## config.mk

```make
export PLATFORM = sky130hd
export DESIGN_NAME = coef_bank_streamer_flat
export DESIGN_NICKNAME = d
export VERILOG_FILES = /design/src/rtl/coef_bank_streamer_if.sv /design/src/rtl/coef_bank_streamer.sv /design/src/flat_wrapper.sv
export SDC_FILE = /design/constraint.sdc
export NUM_CORES = 1
export LEC_CHECK = 0
export CAP_MARGIN = 20
export CELL_PAD_IN_SITES_DETAIL_PLACEMENT = 1
export CELL_PAD_IN_SITES_GLOBAL_PLACEMENT = 1
export CORE_MARGIN = 2
export CORE_UTILIZATION = 50
export DETAILED_ROUTE_END_ITERATION = 16
export PLACE_DENSITY_LB_ADDON = 0.12
export SLEW_MARGIN = 15
export SYNTH_ARGS = -nofsm -noshare
export SYNTH_HDL_FRONTEND = slang
export SYNTH_SLANG_ARGS = --single-unit
```

## constraint.sdc

```tcl
create_clock -name clk -period 6.7 [get_ports clk]
set_input_delay 0.67 -clock clk [delete_from_list [all_inputs] [get_ports clk]]
set_output_delay 0.67 -clock clk [all_outputs]
set_load 0.03 [all_outputs]
```

## src/rtl/coef_bank_streamer_if.sv

```systemverilog
// Bundle of write, control and stream-out signals for coef_bank_streamer.
// master drives the write/control side; slave is the streamer itself.
interface coef_bank_streamer_if #(
   parameter int unsigned DATA_W = 8
);
   logic              wr_en;
   logic [31:0]       wr_sel;
   logic [DATA_W-1:0] wr_data;
   logic              clr;
   logic              start;
   logic              out_ready;
   logic              out_valid;
   logic [DATA_W-1:0] out_data;
   logic [4:0]        out_idx;
   logic [31:0]       loaded;
   logic              busy;
   logic              sel_err;
   logic              done;

   modport master (
      output wr_en, wr_sel, wr_data, clr, start, out_ready,
      input  out_valid, out_data, out_idx, loaded, busy, sel_err, done
   );

   modport slave (
      input  wr_en, wr_sel, wr_data, clr, start, out_ready,
      output out_valid, out_data, out_idx, loaded, busy, sel_err, done
   );
endinterface

```

## src/rtl/coef_bank_streamer.sv

```systemverilog
// 32-entry coefficient bank loaded through a one-hot write port and streamed
// out over a valid/ready handshake once every entry has been written.
module coef_bank_streamer #(
   parameter int unsigned DATA_W = 8
) (
   input logic                  clk,
   input logic                  rst_n,
   coef_bank_streamer_if.slave  bus
);

   typedef enum logic [0:0] {StIdle, StStream} state_e;

   state_e            state_q, state_d;
   logic [4:0]        idx_q, idx_d;
   logic [DATA_W-1:0] mem_q [32];
   logic [DATA_W-1:0] mem_d [32];
   logic [31:0]       loaded_q, loaded_d;
   logic              sel_err_q, sel_err_d;
   logic              done_q, done_d;

   logic sel_onehot;
   logic streaming;
   logic xfer;

   // Exactly one bit set: non-zero and clearing the lowest set bit leaves zero.
   assign sel_onehot = (bus.wr_sel != 32'h0) && ((bus.wr_sel & (bus.wr_sel - 32'h1)) == 32'h0);
   assign streaming  = (state_q == StStream);
   assign xfer       = streaming && bus.out_ready;

   always_comb begin
      state_d   = state_q;
      idx_d     = idx_q;
      mem_d     = mem_q;
      loaded_d  = loaded_q;
      sel_err_d = 1'b0;
      done_d    = 1'b0;
      unique case (state_q)
         StIdle: begin
            if (bus.wr_en) begin
               if (sel_onehot) begin
                  for (int i = 0; i < 32; i++) begin
                     if (bus.wr_sel[i]) begin
                        mem_d[i]    = bus.wr_data;
                        loaded_d[i] = 1'b1;
                     end
                  end
               end else begin
                  sel_err_d = 1'b1;
               end
            end
            // clr overrides the loaded flag of a simultaneous write, not its data.
            if (bus.clr) begin
               loaded_d = 32'h0;
            end
            if (bus.start && !bus.clr && (&loaded_q)) begin
               state_d = StStream;
               idx_d   = 5'd0;
            end
         end
         StStream: begin
            if (xfer) begin
               if (idx_q == 5'd31) begin
                  state_d = StIdle;
                  idx_d   = 5'd0;
                  done_d  = 1'b1;
               end else begin
                  idx_d = idx_q + 5'd1;
               end
            end
         end
         default: begin
            state_d = StIdle;
            idx_d   = 5'd0;
         end
      endcase
   end

   always_ff @(posedge clk or negedge rst_n) begin
      if (!rst_n) begin
         state_q   <= StIdle;
         idx_q     <= 5'd0;
         mem_q     <= '{default: '0};
         loaded_q  <= 32'h0;
         sel_err_q <= 1'b0;
         done_q    <= 1'b0;
      end else begin
         state_q   <= state_d;
         idx_q     <= idx_d;
         mem_q     <= mem_d;
         loaded_q  <= loaded_d;
         sel_err_q <= sel_err_d;
         done_q    <= done_d;
      end
   end

   assign bus.out_valid = streaming;
   assign bus.out_idx   = streaming ? idx_q : 5'd0;
   assign bus.out_data  = streaming ? mem_q[idx_q] : '0;
   assign bus.busy      = streaming;
   assign bus.loaded    = loaded_q;
   assign bus.sel_err   = sel_err_q;
   assign bus.done      = done_q;

endmodule

```

## src/flat_wrapper.sv

```systemverilog
// flat-port wrapper written by rule: the top's interface ports become plain ports
module coef_bank_streamer_flat 
#(
   parameter int unsigned DATA_W = 8
)
  (clk, rst_n, bus_wr_en, bus_wr_sel, bus_wr_data, bus_clr, bus_start, bus_out_ready, bus_out_valid, bus_out_data, bus_out_idx, bus_loaded, bus_busy, bus_sel_err, bus_done);
  coef_bank_streamer_if #(.DATA_W(DATA_W)) bus_i ();
  input logic clk;
  input logic rst_n;
  input wire logic [$bits(bus_i.wr_en)-1:0] bus_wr_en;
  input wire logic [$bits(bus_i.wr_sel)-1:0] bus_wr_sel;
  input wire logic [$bits(bus_i.wr_data)-1:0] bus_wr_data;
  input wire logic [$bits(bus_i.clr)-1:0] bus_clr;
  input wire logic [$bits(bus_i.start)-1:0] bus_start;
  input wire logic [$bits(bus_i.out_ready)-1:0] bus_out_ready;
  output wire logic [$bits(bus_i.out_valid)-1:0] bus_out_valid;
  output wire logic [$bits(bus_i.out_data)-1:0] bus_out_data;
  output wire logic [$bits(bus_i.out_idx)-1:0] bus_out_idx;
  output wire logic [$bits(bus_i.loaded)-1:0] bus_loaded;
  output wire logic [$bits(bus_i.busy)-1:0] bus_busy;
  output wire logic [$bits(bus_i.sel_err)-1:0] bus_sel_err;
  output wire logic [$bits(bus_i.done)-1:0] bus_done;
  assign bus_i.wr_en = bus_wr_en;
  assign bus_i.wr_sel = bus_wr_sel;
  assign bus_i.wr_data = bus_wr_data;
  assign bus_i.clr = bus_clr;
  assign bus_i.start = bus_start;
  assign bus_i.out_ready = bus_out_ready;
  assign bus_out_valid = bus_i.out_valid;
  assign bus_out_data = bus_i.out_data;
  assign bus_out_idx = bus_i.out_idx;
  assign bus_loaded = bus_i.loaded;
  assign bus_busy = bus_i.busy;
  assign bus_sel_err = bus_i.sel_err;
  assign bus_done = bus_i.done;
  coef_bank_streamer #(.DATA_W(DATA_W)) u_core (.clk(clk), .rst_n(rst_n), .bus(bus_i));
endmodule
```

==> parameters.txt <==
Parameter                              Value

Routing
  Total number of vias    8445
  Number of detailed-route iterations in the first pass    4
  Post-route antenna net violation count    0
  Via density per instance    6.187
  Total Wirelength    35520 µm
  Drt first-iter violations    690
  Detailed-routing wirelength on met1    16230 µm
  DRC errors left    0
  Avg WL per Cell    26.02 µm
  Detailed route wirelength on metal3    1513 µm
  Wire length on met2    17280 µm
  DR top layer    met4

Cells and area
  Layout Nets    1048
  Area used by multi-input combinational logic    5989 µm²
  Fraction of final layout cells sized beyond drive strength 1    42.58%
  Utilization after layout    59.56%
  Diode insertion count for antenna repair    0
  Signed area change from the synthesized netlist to the final layout    16.93%
  Footprint of the flip-flops and latches    7413 µm²
  # fillers    2539

Synth
  Sequential-to-total area share from yosys stat    53.81%
  Synthesis Warnings    0
  Post-synth design cell area    13770 µm²
  Post-synthesis register bit count    296
  Dominant register cell in the synthesized netlist    dfrtp_1
  Number of nets produced by synthesis    973
  Synth cell types    46
  Instance count of the mapped netlist    925
  Number of flops mapped to enable cells by yosys    0
  Proportion of register bits with asynchronous set or reset after synthesis    100.0%
  Mean Syn Cell Area    14.88 µm²

STA
  Worst-case headroom to the max-slew limit    23.28%
  Pin slew with the least headroom to its limit    1.151 ns
  Final period utilization    73.34%
  Final Hold Violating Endpoints    0
  Clock Skews    0.01187 ns
  Time the final worst path needs with I/O delays and setup    4.914 ns
  RSZ-0062 raised after global routing    false
  Top achievable clock speed    0.2035 GHz
  Final setup vio count    0
  Number of pins with negative max-slew slack in the final report    0
  Final total negative setup slack    0 ns

Die
  Chip Height    169.9 µm
  Count of standard-cell rows    60
  Die outline area    28870 µm²
  Floorplan core area    27030 µm²
  Initial core utilization    50.94%
  I/O pin count    95
  Die Wd    169.9 µm

Run status
  Result of the run    finished, final reports clean

Power and ir drop
  Sequential cell fraction of total power    46.0%
  Leak pwr    7.553 nW
  Switching share of total power    25.07%
  Pwr/cell area    255.5 nW/µm²
  Clock power frac    43.8%
  Peak ir drop on the vdd network    0.0001672 V
  Comb pwr share    10.1%
  Net Switching    1.031 mW
  Cell-internal power    3.081 mW

CTS
  CTS Hold Buffers Added    0
  Clock root buffer    clkbuf_16
  Number of buffers on the longest clock path    3
  Clk sink count    296
  Post-cts sizing count    0
  Clock latency reported for the late side of the worst-skew pair    0.56 ns
  Maximum level of the CTS H-tree    1
  Post-CTS repair timing setup buffer count    0
  Clock buffers created by TritonCTS    31
  Clock-pin slew on the worst setup and hold paths    0.07 ns
  CTS tree    yes

Run
  Max cap viols    0

Placed design
  Final RePlAce weighted congestion    0.9320
  Count of input and output buffers    94
  Detailed-placement wirelength estimate    22130 µm

Worst setup path
  Max stage delay on crit path    0.99 ns
  Ordered cell list for the critical path    buf_4 > mux4_2 > mux4_2 > mux2i_1 > nor2_1 > clkdlybuf4s50_1
  Critical Setup Path Class    flip-flop to output pin
  Most Frequent Cell on Critical Path    mux4_2
  Cell type group with the largest total delay on the critical path    multiplexers
  Data arrival time of the critical path    4.24 ns
  CP required    6.03 ns
  Library cell contributing the largest single delay on the critical path    dfrtp_4
  CP endpoint kind    output pin
  Max FO, Critical Path    43
  Critical Path Start Type    flip-flop
  Critical path buffers and inverters    2

Min path
  Type of the tightest min-delay check    input port to async pin

GRT
  Total GRT Usage    25.37%
  Global-route wire length before repair    55120 µm
  Vias in the first global route    8975
  Leftover overflow at the end of global routing    0
  Antenna violations before repair    0
  Pin count of the biggest net entering global routing    191
[logic make-up after synthesis]
logic type	share of synthesized area, %
buf+inv	2.700
compound gates	2.663
simple gates	5.890
mux	34.61
flops	53.81
fa+ha+maj	0.3272
[area by class of cell]
class / instances / share of cell area [%]
Sequential cell: 296 / 46.06
Multi-Input combinational cell: 533 / 37.21
Timing Repair Buffer: 106 / 6.607
Clock buffer: 50 / 6.009
Tap cell: 341 / 2.651
Inverter: 32 / 0.7462
Clock inverter: 7 / 0.7229
[registers in the layout, indices dropped and copies added, names as in the netlist]
signal              flops
u_core.idx_q            5
u_core.mem_q          256
u_core.bus.loaded      32
u_core.bus.busy         1
u_core.bus.sel_err      1
u_core.bus.done         1
[path summary, 6_finish.rpt]
kind / start / to / slack [ns] / cells after the start
setup / recovery: u_core.idx_q[0]$_DFFE_PN0P_ / bus_out_data[4] / 1.79 / 6
hold / removal: rst_n / u_core.bus.loaded[4]$_DFFE_PN0P_ / 0.12 / 1
setup reg to reg: u_core.bus.busy$_DFF_PN0_ / u_core.mem_q[22]$_DFFE_PN0P_ / 3.71 / 6
hold reg to reg: u_core.mem_q[160]$_DFFE_PN0P_ / u_core.mem_q[160]$_DFFE_PN0P_ / 0.50 / 1
max in group asynchronous: rst_n / u_core.idx_q[0]$_DFFE_PN0P_ / 5.00 / 2
min in group clk: u_core.mem_q[160]$_DFFE_PN0P_ / u_core.mem_q[160]$_DFFE_PN0P_ / 0.50 / 1
[worst register-to-register path, cell delays in order (launching register included)]
cell and delay (ns):
dfrtp_1 0.53, inv_1 0.46, nand2_1 0.22, nor4_4 0.33, buf_4 0.27, nand3_1 0.55
mux2_2 0.51
[cells in the mapped netlist, types with 2 or more instances]
| cell | instances | area share [%] |
|---|---|---|
| dfrtp_1 | 296 | 54 |
| mux2_2 | 256 | 21 |
| mux4_2 | 80 | 13 |
| clkbuf_1 | 51 | 1.4 |
| a21oi_1 | 35 | 1.3 |
| inv_1 | 32 | 0.87 |
| nand3_2 | 26 | 1.9 |
| nor2_1 | 20 | 0.55 |
| nand4_1 | 13 | 0.59 |
| nand2_1 | 11 | 0.30 |
| nor3_1 | 11 | 0.40 |
| or4_1 | 10 | 0.55 |
| mux2i_1 | 8 | 0.58 |
| o21ai_0 | 8 | 0.29 |
| nand3_1 | 7 | 0.25 |
| nor4_1 | 7 | 0.32 |
| and2_1 | 6 | 0.27 |
| buf_1 | 6 | 0.16 |
| buf_2 | 6 | 0.22 |
| and3_1 | 3 | 0.14 |
| or3_1 | 3 | 0.14 |
| a221oi_1 | 2 | 0.13 |
| ha_1 | 2 | 0.18 |
| maj3_1 | 2 | 0.15 |
| o31ai_1 | 2 | 0.11 |
| o41ai_1 | 2 | 0.13 |
[per-stage QoR]
stage	cells	instance area (µm²)	power [mW]	setup slack (ns)	hold WS [ns]
after CTS	1362	16070	4.147	1.638	0.1794
after floorplan	925	13770	2.148	2.562	0.3744
after global placement	1304	14970	2.346	1.626	0.4815
after detailed placement	1305	14980	2.347	1.569	0.4874
final	1365	16100	4.112	1.786	0.1198
after global routing	1365	16100	4.250	1.518	0.1927
[power groups by stage]
stage          clock network (mW)  logic [mW]  registers (mW)
2_1_floorplan                   0       0.279            1.87
3_3_place_gp                    0       0.418            1.93
3_5_place_dp                    0       0.418            1.93
4_1_cts                      1.83       0.418            1.90
5_1_grt                      1.90       0.443            1.90
6_report                     1.80       0.417            1.89
[placed cells by master (no fill, tap or decap), types with 10 or more instances in the layout]
cell type | Yosys | final
dfrtp_1 | 296 | 293
mux2_2 | 256 | 256
clkdlybuf4s50_1 | 0 | 90
mux4_2 | 80 | 80
a21oi_1 | 35 | 35
inv_1 | 32 | 32
clkbuf_16 | 0 | 31
nand3_2 | 26 | 26
nor2_1 | 20 | 20
nand4_1 | 13 | 13
clkbuf_8 | 0 | 12
nor3_1 | 11 | 11
nand2_1 | 11 | 11
or4_1 | 10 | 10
[metal layers]
layer	track usage [%]	vias to the layer above
met5	0	-
met4	4.645	0
met3	3.512	40
met2	41.93	209
met1	36.63	4559
li1	-	3637
(Power assumes the default switching activity.)
